==> config.mk <==
export PLATFORM = sky130hd
export DESIGN_NAME = nrzi_rx_decoder_flat
export DESIGN_NICKNAME = d
export VERILOG_FILES = /design/src/rtl/nrzi_rx_decoder_if.sv /design/src/rtl/nrzi_rx_decoder.sv /design/src/flat_wrapper.sv
export SDC_FILE = /design/constraint.sdc
export NUM_CORES = 1
export LEC_CHECK = 0
export ABC_CLOCK_PERIOD_IN_PS = 2600
export CORE_UTILIZATION = 30
export DETAILED_ROUTE_END_ITERATION = 16
export GPL_ROUTABILITY_DRIVEN = 0
export MAX_ROUTING_LAYER = met4
export PLACE_DENSITY = 0.52
export SETUP_SLACK_MARGIN = 0.05
export SLEW_MARGIN = 5
export SYNTH_ARGS = -nofsm -noshare
export SYNTH_HDL_FRONTEND = slang
export SYNTH_SLANG_ARGS = --single-unit
==> constraint.sdc <==
create_clock -name clk -period 2.6 [get_ports clk]
set_input_delay 0.52 -clock clk [delete_from_list [all_inputs] [get_ports clk]]
set_output_delay 0.52 -clock clk [all_outputs]
set_load 0.02 [all_outputs]
==> src/rtl/nrzi_rx_decoder_if.sv <==
// Output word port of the NRZI receiver: valid/ready handshake carrying one decoded word.
// The master drives data_out and data_valid. The slave is the consumer and drives data_ready.
interface nrzi_rx_decoder_if #(
  parameter int unsigned WIDTH = 8
) ();

  logic [WIDTH-1:0] data_out;
  logic             data_valid;
  logic             data_ready;

  modport master (
    output data_out,
    output data_valid,
    input  data_ready
  );

  modport slave (
    input  data_out,
    input  data_valid,
    output data_ready
  );

endinterface

==> src/rtl/nrzi_rx_decoder.sv <==
// NRZI receive decoder.
// - Each strobed line sample is decoded as line XOR previous line.
// - The decoder hunts for SYNC_WORD, then deserialises FRAME_WORDS words LSB-first.
// - Completed words go out on a valid/ready port.
// Optional feature, enabled by defining the PARITY_CHECK_EN macro: every word carries one
// trailing even-parity bit, and a failing word raises a one-cycle parity_err pulse.
module nrzi_rx_decoder #(
  parameter int unsigned      WIDTH       = 8,
  parameter logic [WIDTH-1:0] SYNC_WORD   = 8'hA5,
  parameter int unsigned      FRAME_WORDS = 4
) (
  input  logic                      clk,
  input  logic                      rst,
  input  logic                      en,
  input  logic                      line_in,
  nrzi_rx_decoder_if.master         out_if,
  output logic                      overrun,
  output logic                      in_frame,
  output logic                      parity_err
);

`ifdef PARITY_CHECK_EN
  localparam int unsigned WordBits = WIDTH + 1;
`else
  localparam int unsigned WordBits = WIDTH;
`endif
  localparam int unsigned BitCntW  = $clog2(WordBits + 1);
  localparam int unsigned WordCntW = $clog2(FRAME_WORDS + 1);

  localparam logic [0:0] StHunt = 1'b0;
  localparam logic [0:0] StRecv = 1'b1;

  logic                prev_line_q, prev_line_d;
  logic [WIDTH-1:0]    shreg_q, shreg_d;
  logic [BitCntW-1:0]  bitcnt_q, bitcnt_d;
  logic [WordCntW-1:0] wordcnt_q, wordcnt_d;
  logic [0:0]          state_q, state_d;
  logic [WIDTH-1:0]    data_out_q, data_out_d;
  logic                data_valid_q, data_valid_d;
  logic                overrun_q, overrun_d;
  logic                in_frame_q, in_frame_d;
  logic                parity_err_q, parity_err_d;

  logic                bit_in;
  logic [WIDTH-1:0]    shifted;
  logic                word_done;
  logic [WIDTH-1:0]    word;
  logic                perr;

  // Bit recovery, sync hunt, word assembly, and output handshake.
  always_comb begin
    bit_in      = line_in ^ prev_line_q;
    shifted     = {bit_in, shreg_q[WIDTH-1:1]};
    prev_line_d = prev_line_q;
    shreg_d     = shreg_q;
    bitcnt_d    = bitcnt_q;
    wordcnt_d   = wordcnt_q;
    state_d     = state_q;
    word_done   = 1'b0;
    word        = shifted;
    perr        = 1'b0;

    if (en) begin
      prev_line_d = line_in;
      case (state_q)
        StHunt: begin
          shreg_d = shifted;
          if (shifted == SYNC_WORD) begin
            state_d   = StRecv;
            bitcnt_d  = '0;
            wordcnt_d = '0;
          end
        end
        default: begin
`ifdef PARITY_CHECK_EN
          // The parity bit is not shifted in, so shreg keeps the whole data word.
          if (bitcnt_q == BitCntW'(WIDTH)) begin
            word_done = 1'b1;
            word      = shreg_q;
            perr      = (^shreg_q) ^ bit_in;
          end else begin
            shreg_d  = shifted;
            bitcnt_d = bitcnt_q + 1'b1;
          end
`else
          shreg_d = shifted;
          if (bitcnt_q == BitCntW'(WIDTH - 1)) begin
            word_done = 1'b1;
          end else begin
            bitcnt_d = bitcnt_q + 1'b1;
          end
`endif
          if (word_done) begin
            bitcnt_d = '0;
            if (wordcnt_q == WordCntW'(FRAME_WORDS - 1)) begin
              state_d   = StHunt;
              shreg_d   = '0;
              wordcnt_d = '0;
            end else begin
              wordcnt_d = wordcnt_q + 1'b1;
            end
          end
        end
      endcase
    end

    // The handshake runs every cycle, independent of en.
    data_out_d   = data_out_q;
    data_valid_d = data_valid_q & ~out_if.data_ready;
    overrun_d    = overrun_q;
    if (word_done) begin
      if (!data_valid_q || out_if.data_ready) begin
        data_out_d   = word;
        data_valid_d = 1'b1;
      end else begin
        overrun_d = 1'b1;
      end
    end
    parity_err_d = word_done & perr;
    in_frame_d   = (state_d == StRecv);
  end

  // State registers with synchronous reset.
  always_ff @(posedge clk) begin
    if (rst) begin
      prev_line_q  <= 1'b0;
      shreg_q      <= '0;
      bitcnt_q     <= '0;
      wordcnt_q    <= '0;
      state_q      <= StHunt;
      data_out_q   <= '0;
      data_valid_q <= 1'b0;
      overrun_q    <= 1'b0;
      in_frame_q   <= 1'b0;
      parity_err_q <= 1'b0;
    end else begin
      prev_line_q  <= prev_line_d;
      shreg_q      <= shreg_d;
      bitcnt_q     <= bitcnt_d;
      wordcnt_q    <= wordcnt_d;
      state_q      <= state_d;
      data_out_q   <= data_out_d;
      data_valid_q <= data_valid_d;
      overrun_q    <= overrun_d;
      in_frame_q   <= in_frame_d;
      parity_err_q <= parity_err_d;
    end
  end

  assign out_if.data_out   = data_out_q;
  assign out_if.data_valid = data_valid_q;
  assign overrun           = overrun_q;
  assign in_frame          = in_frame_q;
  assign parity_err        = parity_err_q;

endmodule

==> src/flat_wrapper.sv <==
// flat-port wrapper written by rule: the top's interface ports become plain ports
module nrzi_rx_decoder_flat 
#(
  parameter int unsigned      WIDTH       = 8,
  parameter logic [WIDTH-1:0] SYNC_WORD   = 8'hA5,
  parameter int unsigned      FRAME_WORDS = 4
)
  (clk, rst, en, line_in, overrun, in_frame, parity_err, out_if_data_out, out_if_data_valid, out_if_data_ready);
  nrzi_rx_decoder_if #(.WIDTH(WIDTH)) out_if_i ();
  input  logic clk;
  input  logic rst;
  input  logic en;
  input  logic line_in;
  output logic overrun;
  output logic in_frame;
  output logic parity_err;
  output wire logic [$bits(out_if_i.data_out)-1:0] out_if_data_out;
  output wire logic [$bits(out_if_i.data_valid)-1:0] out_if_data_valid;
  input wire logic [$bits(out_if_i.data_ready)-1:0] out_if_data_ready;
  assign out_if_data_out = out_if_i.data_out;
  assign out_if_data_valid = out_if_i.data_valid;
  assign out_if_i.data_ready = out_if_data_ready;
  nrzi_rx_decoder #(.WIDTH(WIDTH), .SYNC_WORD(SYNC_WORD), .FRAME_WORDS(FRAME_WORDS)) u_core (.clk(clk), .rst(rst), .en(en), .line_in(line_in), .out_if(out_if_i), .overrun(overrun), .in_frame(in_frame), .parity_err(parity_err));
endmodule
# ---- Word-level counts from Yosys, hierarchy flattened
# Index checks and enable logic that the tools add are counted.
dict set report classes {
  addsub 2
  eq_ne 5
  n_mux 22
  bitwise 4
  n_reduce_logical 7
}
# cell n
set op_table {}
lappend op_table {{$mux 8} 3}
lappend op_table {{$mux 4} 4}
lappend op_table {{$mux 3} 4}
lappend op_table {{$mux 1} 11}
lappend op_table {{$eq 8x8->1 const B} 1}
lappend op_table {{$reduce_and 3->1} 2}
lappend op_table {{$add 4x1->4 const B} 1}
lappend op_table {{$eq 4x3->1 const B} 1}
lappend op_table {{$reduce_and 2->1} 2}
lappend op_table {{$add 3x1->3 const B} 1}
lappend op_table {{$eq 3x2->1 const B} 1}
lappend op_table {{$ne 3x3->1 const B} 1}
lappend op_table {{$ne 2x2->1 const B} 1}
lappend op_table {{$not 1->1} 2}
lappend op_table {{$reduce_bool 2->1} 1}
lappend op_table {{$and 1x1->1} 1}
lappend op_table {{$logic_not 1->1} 1}
lappend op_table {{$logic_or 1x1->1} 1}
lappend op_table {{$xor 1x1->1} 1}
dict set report totals {
  reg_bits 27
  inputBits 5
  out_inout_bits 12
  word_cells 48
}

# ---- Logic depth before layout (Yosys ltp)
# Gate-level depths: netlist (run 1).
dict set report logic_depth {
  word_depth 7
  ltp_mapped 5
  depth_no_buf 4
}

# ---- Least setup slack after synthesis (run 1)
# Ideal clock, no wire load.
dict set report synth_path {
  kind {register -> register}
  startpoint {reg u_core.state_q}
  endpoint {reg u_core.data_out_q[1] (netlist: u_core.out_if.data_out[1])}
  setup_ps 132
  arrival_ps 1167
  t_required_ps 2468
  setup_slack_ps 1301
  path_stages_with_launch 6
  n_path_buf 2
  synth_period_minus_slack_ps 1299
  path_cell_list {dfxtp_1 -> buf_4 -> nand2_1 -> buf_2 -> o31ai_1 -> a21oi_1}
}
dict set report synth_via {
  elab_chain_cells 3
}
# element line
set synth_lines {}
lappend synth_lines {{start: declaration} nrzi_rx_decoder.sv:37} ;# logic [0:0] state_q, state_d;
lappend synth_lines {{start signal: assignment} nrzi_rx_decoder.sv:130} ;# state_q <= StHunt;
lappend synth_lines {{start signal: assignment} nrzi_rx_decoder.sv:141} ;# state_q <= state_d;
lappend synth_lines {{$mux 1} nrzi_rx_decoder.sv:65} ;# case (state_q)
lappend synth_lines {{$mux 1} nrzi_rx_decoder.sv:63} ;# if (en) begin
lappend synth_lines {{$reduce_and 2->1 (no source line)} --}
lappend synth_lines {{end signal: assignment} nrzi_rx_decoder.sv:142} ;# data_out_q <= data_out_d;
lappend synth_lines {{end: declaration} nrzi_rx_decoder.sv:38} ;# logic [WIDTH-1:0] data_out_q, data_out_d;
# Every way passes these cells.
# A chain may end at the register's enable or synchronous reset.

==> qor.csv, run 1 <==
stage;metric;value;unit
synth;Post-synth EDFFs;0;
setup_path;Worst Reg2Reg Path Length in Cells;3;
global_routing;first-pass GRT wire length;4660;um
global_routing;Tot GR Track Use;0.144;
placement;Place WS;0.421;ns
clocking;clk slew on worst S/H paths;0.10;ns
clocking;TritonCTS clock tree;done;
routing;WL/cell;14.2;um
pwr;leak pwr;0.485;nW
synth;Synth Instances;134;
timing;Max Clk Rate;0.497;GHz
synth;mux contribution to synthesized area;0.0162;
timing;Slew @ Worst Pin;0.672;ns
clocking;later-pin clock latency in the skew report;0.28;ns
routing;routed vias/inst;5.36;
synth;Ys Warns;0;
synth;Syn Std Cell Area;0.00124;mm2
clocking;post-CTS setup buffers;0;
setup_path;r2r startpoint;u_core.state_q$_SDFFE_PP0P_;
timing;Rel. slew slack;0.551;
timing;Final Hold Fails;0;
timing;Final Cycle Share;0.774;
placement;PortBufs;15;
die;die height;66.3;um
die;Initial Utilization;0.326;
final_layout;share of cells above drive strength 1;0.0769;
synth;Synth Flop Type;dfxtp_1;
routing;vias post-DR;1023;
synth;top-count cell post-synth;dfxtp_1;
setup_path;crit path capture;in_frame;
timing;Min Clock Period, post-route;2.01;ns
die;Ports;17;
placement;Detailed Place HPWL;1870;um
setup_path;setup slack, reg-to-reg;1.06;ns
flow_run;Max-Cap Viols;0;
clocking;CTS hold repair buffers;0;
clocking;CTS Sinks;26;
die;Row Count;22;
setup_path;required time worst endpoint;2.08;ns
final_layout;ANT cells;0;
timing;post-route worst setup slack;0.589;ns
routing;DR iter-0 viols;49;
status;run status;completed;
clocking;Max clock buf depth;2;
setup_path;CP peak stage delay;0.68;ns
synth;Yosys reg bits;26;
clocking;H-tree levels;1;
synth;ys async rst share;0;
setup_path;cell depth of the worst setup path;1;
synth;syn_area_per_cell;9.24;um2
setup_path;Buf/Inv on CP;1;
die;die extent in x;66.3;um
synth;count of different cell masters after synthesis;40;
die;die area;0.00439;mm2
setup_path;Critical Path Start;u_core.state_q$_SDFFE_PP0P_;
setup_path;kind of cell adding the most delay to the critical path;buffers and inverters;
clocking;post-CTS resize count;0;
pwr;Max VDD drop;0.203;mV
synth;synth cell count leaders;26 x dfxtp_1, 17 x a21oi_1, 10 x nand2_1;
setup_path;Critical Path AT;1.49;ns
synth;Synth Area in Compound Gates;0.233;
pwr;Power Total;778;uW
timing;clk_skew;0.00709;ns
pwr;Power Density;532;mW/mm2
final_layout;Layout Utilization;0.385;
setup_path;critical-path cell list;clkdlybuf4s50_1;
synth;post-synthesis adder-cell area fraction;0.0202;
global_routing;initial antenna violation count;0;
final_layout;Nets;151;
synth;simple-gate share of the synthesized area;0.226;
timing;Final Max Slew Viols;0;
routing;post-route ant nets;0;
die;Core Box Area;0.00380;mm2
setup_path;worst reg2reg path endpoint;u_core.bitcnt_q[0]$_SDFFE_PP0P_;
global_routing;largest net degree at the start of global routing;30;
synth;cell taking the most area after synthesis;dfxtp_1;
clocking;total CTS buffers;3;
global_routing;vias in the first global route;990;
timing;Fin Setup TNS;0;ns
routing;DRC errors left;0;
setup_path;Critical Path Source Type;flip-flop;
synth;syn nets;141;
routing;Routed WL;2710;um
setup_path;peak fanout along the critical path;11;
synth;Synth top area share;0.420;
clocking;root buffer cell;clkbuf_8;
min_path;Hold Path Class;flip-flop to flip-flop;
setup_path;Worst setup EP type;primary output;
timing;final-report setup violation count;0;
synth;largest family of logic cells by synthesized area;compound AO/OA/AOI/OAI gates;
setup_path;Crit Path Category;flip-flop to primary output;
synth;sequential share of the synthesized area;0.420;
timing;RSZ-0062 raised after global routing;no;
synth;post-synthesis xor/xnor area fraction;0.0202;
global_routing;gr ovfl total;0;
setup_path;Max stage delay cell, worst path;clkdlybuf4s50_1;
synth;ranking of synthesized cells by area;dfxtp_1 42%, a21oi_1 6.9%, o31ai_1 4.2%;
routing;Pre-Repair DR Iteration Count;4;
final_layout;Area Overhead vs Synth;18.2;%
power breakdown:
part           leakage [nW]  internal (mW)  total [mW]  switching, mW
logic                 0.239         0.0150      0.0357         0.0207
clock network        0.0357          0.206       0.339          0.132
registers             0.210          0.401       0.404        0.00336
worst min-delay path by stage:
stage,from,to,slack (ns),depth (start not counted)
floorplan,u_core.wordcnt_q[2]$_SDFFE_PP0P_,u_core.wordcnt_q[2]$_SDFFE_PP0P_,0.44,2
global placement,u_core.out_if.data_out[4]$_SDFFE_PP0P_,u_core.out_if.data_out[4]$_SDFFE_PP0P_,0.46,2
detailed placement,u_core.out_if.data_out[4]$_SDFFE_PP0P_,u_core.out_if.data_out[4]$_SDFFE_PP0P_,0.46,2
CTS,u_core.out_if.data_out[4]$_SDFFE_PP0P_,u_core.out_if.data_out[4]$_SDFFE_PP0P_,0.47,2
global route,u_core.out_if.data_out[2]$_SDFFE_PP0P_,u_core.out_if.data_out[2]$_SDFFE_PP0P_,0.50,2
finish,u_core.out_if.data_out[0]$_SDFFE_PP0P_,u_core.out_if.data_out[0]$_SDFFE_PP0P_,0.47,2
registers in the layout, indices dropped and copies added, names as in the netlist:
register	count
u_core.out_if.data_out	8
u_core.shreg_q	7
u_core.bitcnt_q	4
u_core.wordcnt_q	3
u_core.out_if.data_valid	1
u_core.overrun	1
u_core.prev_line_q	1
u_core.state_q	1
cell usage in the layout, fill, tap and decap left out, drive strengths merged, types with 2 or more instances in the layout:
| cell type | synthesis | layout |
|---|---|---|
| dfxtp | 26 | 26 |
| clkdlybuf4s50 | 0 | 15 |
| nand3 | 2 | 2 |
| buf | 7 | 2 |
| nand4 | 7 | 7 |
| ha | 2 | 2 |
| o21ai | 3 | 3 |
| a21oi | 17 | 17 |
| mux2i | 2 | 2 |
| o22ai | 2 | 2 |
| a31oi | 3 | 3 |
| nor3 | 3 | 3 |
| o32ai | 2 | 2 |
| nor2 | 3 | 3 |
| o311ai | 2 | 2 |
| o31ai | 7 | 7 |
| nand4bb | 2 | 2 |
| clkbuf | 5 | 3 |
| o211ai | 6 | 6 |
| nand2 | 10 | 10 |
| nand2b | 3 | 3 |
| nand3b | 3 | 3 |
| nor2b | 3 | 3 |
final cells by class:
type,count,area (um2)
Multi-Input combinational cell,95,643
Tap cell,48,60.1
Clock buffer,3,41.3
Sequential cell,26,520
Fill cell,393,2330
Inverter,1,3.75
Clock inverter,1,30.0
Timing Repair Buffer,17,165
through the flow:
stage | instances | hold WS (ns) | area (um2)
floorplan | 134 | 0.442 | 1240
global placement | 187 | 0.458 | 1390
detailed placement | 187 | 0.461 | 1390
CTS | 191 | 0.475 | 1460
global route | 191 | 0.499 | 1460
finish | 191 | 0.472 | 1460
metal layers:
layer	track usage	routed length [um]
met4	0.0638	41
met1	0.183	1360
met5	-	0
met3	0.0207	79
met2	0.224	1240
cells by family (layout without fill, tap and decap cells):
kind of cell / Yosys count / after routing
muxes: 2 / 2
DFF: 26 / 26
buffers and inverters: 13 / 22
AOI/OAI and AO/OA: 45 / 45
xor gates and xnor gates: 2 / 2
and+or+nand+nor: 43 / 43
other: 1 / 1
adders and majority gates: 2 / 2
Power figures use the tool's default switching activity.
==> inputs of run 2 (changes only) <==
--- a/config.mk
+++ b/config.mk
@@ -5,12 +5,12 @@
 export SDC_FILE = /design/constraint.sdc
 export NUM_CORES = 1
 export LEC_CHECK = 0
-export ABC_CLOCK_PERIOD_IN_PS = 2600
+export ABC_CLOCK_PERIOD_IN_PS = 1800
 export CORE_UTILIZATION = 30
 export DETAILED_ROUTE_END_ITERATION = 16
 export GPL_ROUTABILITY_DRIVEN = 0
 export MAX_ROUTING_LAYER = met4
-export PLACE_DENSITY = 0.52
+export PLACE_DENSITY = 0.54
 export SETUP_SLACK_MARGIN = 0.05
 export SLEW_MARGIN = 5
 export SYNTH_ARGS = -nofsm -noshare
==> constraint.sdc (replaced) <==
create_clock -name clk -period 1.8 [get_ports clk]
set_input_delay 0.36 -clock clk [delete_from_list [all_inputs] [get_ports clk]]
set_output_delay 0.36 -clock clk [all_outputs]
set_load 0.02 [all_outputs]
==> qor.csv, run 2 (synthesis gave the netlist of run 1 again) <==
stage;metric;value;unit;change
clocking;TritonCTS clock tree;done;;unchanged
global_routing;vias in the first global route;968;;was 990
flow_run;Max-Cap Viols;0;;unchanged
routing;DR iter-0 viols;64;;was 49
setup_path;peak fanout along the critical path;2;;was 11
timing;post-route worst setup slack;0.185;ns;was 0.589 ns
setup_path;Buf/Inv on CP;1;;unchanged
min_path;Hold Path Class;flip-flop to flip-flop;;unchanged
setup_path;required time worst endpoint;1.44;ns;was 2.08 ns
setup_path;Critical Path Start;u_core.out_if.data_out[7]$_SDFFE_PP0P_;;was u_core.state_q$_SDFFE_PP0P_
global_routing;gr ovfl total;0;;unchanged
placement;Detailed Place HPWL;2040;um;was 1870 um
final_layout;Nets;157;;was 151
setup_path;Worst setup EP type;primary output;;unchanged
final_layout;Area Overhead vs Synth;22.8;%;was 18.2%
setup_path;CP peak stage delay;0.61;ns;was 0.68 ns
timing;Max Clk Rate;0.619;GHz;
die;Ports;17;;unchanged
timing;clk_skew;0.00164;ns;was 0.00709 ns
routing;Routed WL;2840;um;was 2710 um
routing;WL/cell;14.4;um;was 14.2 um
placement;PortBufs;15;;unchanged
clocking;post-CTS resize count;0;;unchanged
routing;vias post-DR;1082;;was 1,023
die;Row Count;22;;unchanged
clocking;total CTS buffers;3;;unchanged
placement;Place WS;-0.0930;ns;was 0.421 ns
pwr;Power Density;744;mW/mm2;was 532 mW/mm2
clocking;post-CTS setup buffers;0;;unchanged
timing;Min Clock Period, post-route;1.61;ns;
setup_path;Crit Path Category;flip-flop to primary output;;unchanged
pwr;Max VDD drop;0.286;mV;was 0.203 mV
setup_path;kind of cell adding the most delay to the critical path;buffers and inverters;;unchanged
status;run status;completed;;unchanged
global_routing;initial antenna violation count;0;;unchanged
final_layout;most common cell after layout, fill and taps aside;dfxtp_1;;unchanged
clocking;clk slew on worst S/H paths;0.09;ns;was 0.10 ns
die;die height;66.3;um;unchanged
final_layout;commonest non-fill, non-tap cells in the layout;26 x dfxtp_1, 17 x a21oi_1, 15 x clkdlybuf4s50_1, 10 x nand2_1;;unchanged
timing;Final Max Slew Viols;0;;unchanged
routing;DRC errors left;0;;unchanged
timing;Slew @ Worst Pin;0.736;ns;was 0.672 ns
timing;Final Cycle Share;0.897;;
clocking;Max clock buf depth;2;;unchanged
routing;Pre-Repair DR Iteration Count;4;;unchanged
global_routing;first-pass GRT wire length;4590;um;was 4660 um
die;die extent in x;66.3;um;unchanged
timing;Final Hold Fails;0;;unchanged
setup_path;r2r startpoint;u_core.bitcnt_q[0]$_SDFFE_PP0P_;;was u_core.state_q$_SDFFE_PP0P_
final_layout;ANT cells;0;;unchanged
final_layout;max reg flops;8;;unchanged
setup_path;Critical Path AT;1.25;ns;was 1.49 ns
timing;RSZ-0062 raised after global routing;no;;unchanged
clocking;CTS hold repair buffers;0;;unchanged
pwr;leak pwr;0.519;nW;was 0.485 nW
global_routing;largest net degree at the start of global routing;28;;was 30
setup_path;critical-path cell list;clkdlybuf4s50_1;;unchanged
timing;Rel. slew slack;0.508;;was 0.551
global_routing;Tot GR Track Use;0.143;;was 0.144
timing;final-report setup violation count;0;;unchanged
setup_path;Critical Path Source Type;flip-flop;;unchanged
clocking;root buffer cell;clkbuf_8;;unchanged
min_path;HP Start;u_core.out_if.data_out[6]$_SDFFE_PP0P_;;was u_core.out_if.data_out[0]$_SDFFE_PP0P_
die;die area;0.00439;mm2;unchanged
routing;post-route ant nets;0;;unchanged
clocking;H-tree levels;1;;unchanged
clocking;CTS Sinks;26;;unchanged
die;Initial Utilization;0.326;;unchanged
die;Core Box Area;0.00380;mm2;unchanged
clocking;later-pin clock latency in the skew report;0.27;ns;was 0.28 ns
routing;routed vias/inst;5.49;;was 5.36
setup_path;Max stage delay cell, worst path;clkdlybuf4s50_1;;unchanged
final_layout;share of cells above drive strength 1;0.114;;was 0.0769
timing;WHS;0.473;ns;was 0.472 ns
run 2: cell types whose count changed in the layout (fill, tap and decap cells not counted), sizes merged:
cell  delta
buf      +6
run 2: final cells by class:
cell class                      instances  area, um2
Timing Repair Buffer                   23        223
Inverter                                1       3.75
Sequential cell                        26        520
Clock inverter                          1       30.0
Tap cell                               48       60.1
Fill cell                             375       2280
Multi-Input combinational cell         95        643
Clock buffer                            3       41.3
run 2: per-layer routing:
metal	track usage	vias up	part of all wire
met2	0.231	20	0.48
met3	0.0259	7	0.027
met5	-	-	0
met1	0.171	521	0.47
li1	-	534	-
met4	0.0718	0	0.025
run 2: final timing paths:
path,end,slack [ns],depth (start not counted)
setup / recovery,out_if_data_out[7],0.19,1
setup reg to reg,u_core.wordcnt_q[0]$_SDFFE_PP0P_,0.30,4
hold reg to reg,u_core.out_if.data_out[6]$_SDFFE_PP0P_,0.47,2
hold / removal,u_core.out_if.data_out[6]$_SDFFE_PP0P_,0.47,2
run 2: report_power, final:
group	switching, mW	internal [mW]	leakage, nW
clock	0.189	0.298	0.0357
sequential	0.00497	0.579	0.210
combinational	0.0315	0.0287	0.273
total	0.226	0.906	0.519
run 2: metrics by stage:
step | cell area (um2) | power [mW] | utilization | cells | setup TNS [ns]
2_1_floorplan | 1240 | 0.630 | - | 134 | 0
3_3_place_gp | 1450 | 0.657 | 0.382 | 193 | 0
3_5_place_dp | 1450 | 0.658 | 0.382 | 193 | -0.160
4_1_cts | 1520 | 1.15 | 0.401 | 197 | 0
5_1_grt | 1520 | 1.17 | 0.401 | 197 | 0
6_report | 1520 | 1.13 | 0.401 | 197 | 0
